$ cat config.mk
export PLATFORM = sky130hd
export DESIGN_NAME = ifetch_tagq
export DESIGN_NICKNAME = d
export VERILOG_FILES = /design/src/rtl/ifetch_pkg.sv /design/src/rtl/ifetch_killq.sv /design/src/rtl/ifetch_tagq.sv
export SDC_FILE = /design/constraint.sdc
export NUM_CORES = 1
export LEC_CHECK = 0
export ABC_AREA = 1
export ABC_CLOCK_PERIOD_IN_PS = 9080
export CAP_MARGIN = 25
export CORE_MARGIN = 2
export CORE_UTILIZATION = 40
export CTS_CLUSTER_DIAMETER = 120
export DETAILED_ROUTE_END_ITERATION = 10
export PLACE_DENSITY = 0.57
export SYNTH_ARGS = -nofsm -noshare
export SYNTH_HDL_FRONTEND = slang
export SYNTH_SLANG_ARGS = --single-unit
$ cat constraint.sdc
create_clock -name clk -period 9.08 [get_ports clk]
set_input_delay 1.816 -clock clk [delete_from_list [all_inputs] [get_ports clk]]
set_output_delay 1.816 -clock clk [all_outputs]
set_load 0.01 [all_outputs]
$ cat src/rtl/ifetch_pkg.sv
// Shared types for the instruction-fetch tag queue: tag/response layouts and the NOP word.
// Struct field widths follow IFQ_XLEN / IFQ_NUM_HARTS; instantiate ifetch_tagq with matching values.
package ifetch_pkg;

  function automatic int hart_w(input int n);
    return (n > 1) ? $clog2(n) : 1;
  endfunction

  localparam int IFQ_XLEN      = 32;
  localparam int IFQ_NUM_HARTS = 2;
  localparam int IFQ_HART_W    = hart_w(IFQ_NUM_HARTS);

  localparam logic [IFQ_XLEN-1:0] NOP_INST = 32'h0000_0013;

  typedef struct packed {
    logic [IFQ_XLEN-1:0]   pc;
    logic [IFQ_HART_W-1:0] hart;
    logic                  misalign;
    logic                  killed;
  } ifetch_tag_t;

  typedef struct packed {
    ifetch_tag_t         tag;
    logic [IFQ_XLEN-1:0] inst;
  } ifetch_resp_t;

endpackage

$ cat src/rtl/ifetch_killq.sv
// In-order FIFO whose entries carry a hart id and a kill flag; a broadcast kill marks
// every stored entry of the given hart. Head is read straight from the register array.
module ifetch_killq #(
  parameter int DEPTH = 4,
  parameter int DW    = 8,
  parameter int HW    = 1,
  localparam int AW   = $clog2(DEPTH),
  localparam int CW   = AW + 1
) (
  input  logic          clk,
  input  logic          rst_n,
  input  logic          i_push,
  input  logic [DW-1:0] i_push_dat,
  input  logic [HW-1:0] i_push_hart,
  input  logic          i_push_killed,
  input  logic          i_pop,
  input  logic          i_kill_vld,
  input  logic [HW-1:0] i_kill_hart,
  output logic [CW-1:0] o_count,
  output logic [DW-1:0] o_head_dat,
  output logic [HW-1:0] o_head_hart,
  output logic          o_head_killed
);

  logic [DW-1:0]    r_dat  [DEPTH];
  logic [HW-1:0]    r_hart [DEPTH];
  logic [DEPTH-1:0] r_killed;
  logic [AW-1:0]    r_wr;
  logic [AW-1:0]    r_rd;
  logic [CW-1:0]    r_cnt;

  logic w_full;
  logic w_push;
  logic w_pop;

  assign w_full = (r_cnt == CW'(DEPTH));
  assign w_pop  = i_pop && (r_cnt != '0);
  assign w_push = i_push && (!w_full || w_pop);

  always_ff @(posedge clk) begin
    if (!rst_n) begin
      r_wr     <= '0;
      r_rd     <= '0;
      r_cnt    <= '0;
      r_killed <= '0;
    end else begin
      for (int i = 0; i < DEPTH; i++) begin
        if (i_kill_vld && (r_hart[i] == i_kill_hart)) r_killed[i] <= 1'b1;
      end
      // The slot being written takes the caller's kill flag, overriding the broadcast.
      if (w_push) begin
        r_killed[r_wr] <= i_push_killed;
        r_wr           <= r_wr + 1'b1;
      end
      if (w_pop) r_rd <= r_rd + 1'b1;
      case ({w_push, w_pop})
        2'b10:   r_cnt <= r_cnt + 1'b1;
        2'b01:   r_cnt <= r_cnt - 1'b1;
        default: r_cnt <= r_cnt;
      endcase
    end
  end

  always_ff @(posedge clk) begin
    if (w_push) begin
      r_dat[r_wr]  <= i_push_dat;
      r_hart[r_wr] <= i_push_hart;
    end
  end

  assign o_count       = r_cnt;
  assign o_head_dat    = r_dat[r_rd];
  assign o_head_hart   = r_hart[r_rd];
  assign o_head_killed = r_killed[r_rd];

endmodule

$ cat src/rtl/ifetch_tagq.sv
// Multi-hart fetch front end: tags each BRAM read with pc/hart so returned words stay paired,
// with per-hart flush, credit-limited issue and misaligned-PC reporting.
module ifetch_tagq
  import ifetch_pkg::*;
#(
  parameter int XLEN            = IFQ_XLEN,
  parameter int NUM_HARTS       = IFQ_NUM_HARTS,
  parameter int MAX_OUTSTANDING = 4,
  parameter int MEM_ADDR_W      = 14,
  localparam int HART_W         = hart_w(NUM_HARTS)
) (
  input  logic                  clk,
  input  logic                  rst_n,
  input  logic                  req_valid,
  output logic                  req_ready,
  input  logic [XLEN-1:0]       req_pc,
  input  logic [HART_W-1:0]     req_hart,
  input  logic                  flush_valid,
  input  logic [HART_W-1:0]     flush_hart,
  output logic                  mem_req,
  output logic [MEM_ADDR_W-1:0] mem_addr,
  input  logic                  mem_gnt,
  input  logic                  mem_rvalid,
  input  logic [XLEN-1:0]       mem_rdata,
  output logic                  if_valid,
  input  logic                  if_ready,
  output logic [XLEN-1:0]       if_pc,
  output logic [XLEN-1:0]       if_inst,
  output logic [HART_W-1:0]     if_hart,
  output logic                  if_misalign
);

  localparam int CW = $clog2(MAX_OUTSTANDING) + 1;
  localparam logic [CW:0] LP_MAX = (CW + 1)'(MAX_OUTSTANDING);

  logic [CW-1:0]     w_tq_cnt;
  logic [CW-1:0]     w_rb_cnt;
  logic [CW:0]       w_inflight;
  logic              w_credit;

  logic [XLEN:0]     w_tq_head_dat;
  logic [HART_W-1:0] w_tq_head_hart;
  logic              w_tq_head_killed;
  ifetch_tag_t       w_tq_head;
  logic              w_tq_pop;

  logic [2*XLEN:0]   w_rb_head_dat;
  logic [HART_W-1:0] w_rb_head_hart;
  logic              w_rb_head_killed;
  ifetch_resp_t      w_rb_head;
  logic              w_rb_push;
  logic              w_rb_push_killed;
  logic              w_rb_pop;
  logic              w_rb_present;
  logic              w_flush_hit;

  // Killed entries still hold a credit until they drain, so the response buffer cannot overflow.
  assign w_inflight = {1'b0, w_tq_cnt} + {1'b0, w_rb_cnt};
  assign w_credit   = (w_inflight < LP_MAX);

  assign mem_req   = rst_n && req_valid && w_credit;
  assign mem_addr  = req_pc[MEM_ADDR_W+1:2];
  assign req_ready = mem_req && mem_gnt;

  ifetch_killq #(
    .DEPTH (MAX_OUTSTANDING),
    .DW    (XLEN + 1),
    .HW    (HART_W)
  ) u_tagq (
    .clk           (clk),
    .rst_n         (rst_n),
    .i_push        (req_ready),
    .i_push_dat    ({req_pc, |req_pc[1:0]}),
    .i_push_hart   (req_hart),
    .i_push_killed (1'b0),
    .i_pop         (w_tq_pop),
    .i_kill_vld    (flush_valid),
    .i_kill_hart   (flush_hart),
    .o_count       (w_tq_cnt),
    .o_head_dat    (w_tq_head_dat),
    .o_head_hart   (w_tq_head_hart),
    .o_head_killed (w_tq_head_killed)
  );

  assign w_tq_head = {w_tq_head_dat[XLEN:1], w_tq_head_hart, w_tq_head_dat[0], w_tq_head_killed};

  assign w_tq_pop         = mem_rvalid && (w_tq_cnt != '0);
  assign w_rb_push        = w_tq_pop && !w_tq_head.killed;
  assign w_rb_push_killed = flush_valid && (w_tq_head.hart == flush_hart);

  ifetch_killq #(
    .DEPTH (MAX_OUTSTANDING),
    .DW    (2 * XLEN + 1),
    .HW    (HART_W)
  ) u_respq (
    .clk           (clk),
    .rst_n         (rst_n),
    .i_push        (w_rb_push),
    .i_push_dat    ({w_tq_head.pc, w_tq_head.misalign, mem_rdata}),
    .i_push_hart   (w_tq_head.hart),
    .i_push_killed (w_rb_push_killed),
    .i_pop         (w_rb_pop),
    .i_kill_vld    (flush_valid),
    .i_kill_hart   (flush_hart),
    .o_count       (w_rb_cnt),
    .o_head_dat    (w_rb_head_dat),
    .o_head_hart   (w_rb_head_hart),
    .o_head_killed (w_rb_head_killed)
  );

  assign w_rb_head = {w_rb_head_dat[2*XLEN:XLEN+1], w_rb_head_hart, w_rb_head_dat[XLEN],
                      w_rb_head_killed, w_rb_head_dat[XLEN-1:0]};

  // A head belonging to the hart being flushed this cycle must not transfer.
  assign w_rb_present = (w_rb_cnt != '0) && !w_rb_head.tag.killed;
  assign w_flush_hit  = flush_valid && (w_rb_head.tag.hart == flush_hart);
  assign if_valid     = w_rb_present && !w_flush_hit;
  assign w_rb_pop     = ((w_rb_cnt != '0) && w_rb_head.tag.killed) || (if_valid && if_ready);

  assign if_pc       = if_valid ? w_rb_head.tag.pc : '0;
  assign if_hart     = if_valid ? w_rb_head.tag.hart : '0;
  assign if_misalign = if_valid && w_rb_head.tag.misalign;
  assign if_inst     = !if_valid ? '0 : (w_rb_head.tag.misalign ? NOP_INST : w_rb_head.inst);

  a_rvalid_has_tag : assert property (@(posedge clk) disable iff (!rst_n)
    (mem_rvalid && $past(rst_n)) |-> (w_tq_cnt != '0));

endmodule

==> out/metrics.csv <==
stage;metric;value;unit
setup_path;Worst path most repeated cell;clkdlybuf4s50_1;
setup_path;r2r setup slk;5.22;ns
timing;setup total negative slack;0;ns
global_routing;gr usage total;17.50;%
timing;Slew @ Worst Pin;1.021;ns
final_layout;share of cells above drive strength 1;8.385;%
pwr;Peak VDD IR;0.1266;mV
timing;clock skew;0.01418;ns
final_layout;ANT cells;0;
die;Die X-Extent;208.9;microns
pwr;Tot Pwr;5.596;mW
route;Total Wirelength;38.41;mm
clocking;clock sink total;426;
setup_path;Req. time, crit path;7.26;ns
timing;post-layout min period;6.774;ns
timing;period utilization;74.60;%
setup_path;Max stage delay on crit path;0.62;ns
die;num ports;156;
setup_path;slowest CP cell;clkdlybuf4s50_1;
setup_path;Worst setup EP type;output pin;
route;post-route ant nets;0;
yosys;Adder-Cell Fraction of Synth Area;1.058;%
setup_path;Crit Path Class;primary input to output pin;
yosys;Mapped Cells;1277;
route;DR vias/cell;5.210;
final_layout;most frequent cells in the layout;400 x edfxtp_1, 207 x nor2_1, 155 x clkdlybuf4s50_1;
placed_design;area post-placement;18760;sq um
yosys;FF+latch count, synth;426;
final_layout;Final Non-Filler Cells;1982;
clocking;clock slew at reported path FFs;0.06;ns
clocking;CTS tree;built;
yosys;Post-Synth Simple-Gate Area;8.641;%
clocking;CTS Hold Bufs;0;
setup_path;CP startpoint kind;primary input;
timing;final count of pins violating max slew;0;
yosys;Compound-Gate Fraction of Synth Area;11.83;%
yosys;Synth cell types;40;
clocking;Setup Buffers After CTS;0;
die;core area;41670;sq um
final_layout;most common cell after layout, fill and taps aside;edfxtp_1;
route;total number of vias;10326;
status;status;completed;
yosys;post-synthesis mux area share;0;%
final_layout;post-route cell area;20180;sq um
global_routing;largest net degree at the start of global routing;85;
setup_path;r2r endpoint;u_respq.r_dat[3][62];
yosys;Synth Area in XOR/XNOR;0.3129;%
die;Die Y;208.9;microns
placed_design;IO Port Bufs;155;
placed_design;Post-DP HPWL;21.00;mm
yosys;main combinational cell family by area after synthesis;compound AO/OA/AOI/OAI gates;
die;die area;43650;sq um
yosys;sequential fraction of the synthesis area;74.61;%
timing;RSZ-0062 raised after global routing;false;
global_routing;GR Overflow Total;0;
die;site row count;75;
global_routing;first-pass GRT wire length;58.62;mm
min_path;worst hold stages;2;
setup_path;CP arrival;4.96;ns
yosys;Syn Area/Cell;13.15;sq um
run;max-cap violations;0;
clocking;post_cts resized;0;
timing;Max Freq;0.1476;GHz
yosys;synth warn;0;
final_layout;P&R area growth vs syn;20.14;%
timing;final hold slack;0.5043;ns
route;drt drc;0;
placed_design;dpl cells;1898;
placed_design;placer congestion estimate;0.7663;
setup_path;Reg2Reg Depth;11;
clocking;Max Root-Sink Buffers;3;
timing;Relative slew margins;31.96;%
setup_path;critical path, cell by cell;clkdlybuf4s50_1, inv_1, nand3_1, nand3_2, nand2_4, inv_2, nand2_2, a221oi_1, clkdlybuf4s50_1;
global_routing;vias in the first global route;9874;
route;Iter 0 DRT Violations;758;
pwr;Pwr Density;277.3;nW/um^2
clocking;TritonCTS Buffers;45;
global_routing;initial antenna violation count;0;
timing;endpoints failing setup;0;
final_layout;Final nets;1493;
route;drt pass-1 iters;5;
clocking;htree depth;2;
clocking;Root Driver;clkbuf_16;
min_path;worst hold endpoint;u_tagq.r_killed[3];
pwr;LEAKAGE;6.837;nW
die;initial core utilization;40.31;%
timing;Fin. Hold Viols;0;
min_path;worst hold path type;register to register;
route;routed length per placed instance;19.38;microns
yosys;Post-Syn Area;16800;sq um
min_path;worst hold start;u_tagq.r_killed[3];
setup_path;CP max FO;37;
yosys;Mapped Nets;1363;
clocking;Worst-Skew Late Latency;0.57;ns
sequential cells by signal, summed over array words and instances, names as in the netlist, named ones only:
| name | cells |
|---|---|
| u_tagq.r_wr | 2 |
| u_respq.r_wr | 2 |
| u_respq.r_killed | 4 |
| u_respq.r_dat | 260 |
| u_respq.r_hart | 4 |
| u_respq.o_count | 3 |
| u_tagq.r_dat | 132 |
| u_tagq.r_rd | 2 |
| u_tagq.o_count | 3 |
| u_tagq.r_hart | 4 |
| u_tagq.r_killed | 4 |
| u_respq.r_rd | 2 |
worst max-delay path: cells and delay by family:
family                 cells  cell delay [ns]
buffers and inverters      4             1.66
and+or+nand+nor            4             0.98
AOI/OAI and AO/OA          1             0.49
metal layers:
metal | global-route usage (%) | vias up | part of all wire (%)
li1 | - | 4923 | -
met1 | 24.75 | 5039 | 46
met2 | 28.23 | 312 | 47
met3 | 2.810 | 52 | 5.4
met4 | 4.803 | 0 | 1.9
met5 | 0 | - | 0
synthesized netlist by cell type:
cell type / count / share of area [%]
xor2_1: 6 / 0.31
buf_4: 15 / 0.67
nor3_2: 1 / 0.060
clkbuf_1: 54 / 1.2
nor3_1: 1 / 0.030
o21ai_1: 3 / 0.089
buf_1: 6 / 0.13
a221oi_2: 10 / 0.89
o21ai_0: 146 / 4.4
or2_2: 1 / 0.037
a221oi_1: 19 / 0.99
o211ai_1: 4 / 0.18
inv_2: 5 / 0.11
nor2_2: 1 / 0.037
a32o_1: 4 / 0.24
o21bai_1: 4 / 0.18
nor2_1: 211 / 4.7
nor2_4: 1 / 0.067
a31oi_1: 3 / 0.11
and2_1: 1 / 0.037
nand2_1: 111 / 2.5
nand4_1: 2 / 0.074
edfxtp_1: 400 / 72
nor2_8: 1 / 0.12
o22ai_1: 33 / 1.2
o21ai_2: 1 / 0.052
ha_1: 11 / 0.82
buf_6: 3 / 0.20
and2_4: 1 / 0.052
nand4_4: 1 / 0.13
nand3_1: 13 / 0.39
a21oi_1: 118 / 3.5
buf_2: 10 / 0.30
fa_1: 2 / 0.24
inv_4: 2 / 0.074
nand2_4: 1 / 0.067
nand3_2: 4 / 0.24
inv_1: 38 / 0.85
nand2_2: 3 / 0.11
dfxtp_1: 26 / 3.1
stage by stage:
stage / worst slack (ns) / util (%)
global placement: 2.454 / 44.98
detailed placement: 2.300 / 45.03
global route: 2.081 / 48.43
finish: 2.306 / 48.43
floorplan: 3.049 / -
CTS: 2.263 / 48.38
area by class of cell:
cell class | instances | area, sq um
flip-flops and latches | 426 | 12540
repair buffers | 171 | 1697
clock buffers | 56 | 1167
well taps | 539 | 674.4
clock inverters | 27 | 230.2
inverters | 45 | 173.9
multi-input cells | 718 | 3699
fillers | 3650 | 21490
how the worst max path moves through the flow:
stage	from	endpoint	slack (ns)	depth (start not counted)
after floorplan	flush_hart	u_respq.r_dat[0][0]	3.05	9
after global placement	flush_hart	if_inst[9]	2.45	9
after detailed placement	flush_hart	if_inst[20]	2.30	9
after CTS	flush_hart	if_inst[20]	2.26	9
after global routing	flush_hart	if_inst[20]	2.08	9
final	flush_hart	if_inst[20]	2.31	9
report_power, final:
group | total, mW | internal [mW] | switching (mW)
Combinational | 1.44 | 0.523 | 0.920
Sequential | 2.40 | 2.32 | 0.0811
Clock | 1.75 | 1.00 | 0.749
Total | 5.60 | 3.85 | 1.75
cells by family after synthesis:
family / count (synthesis)
and+or+nand+nor: 354
adders and majority gates: 13
DFF: 426
buffers and inverters: 133
AOI/OAI and AO/OA: 345
xor gates and xnor gates: 6
Power figures use the tool's default switching activity.
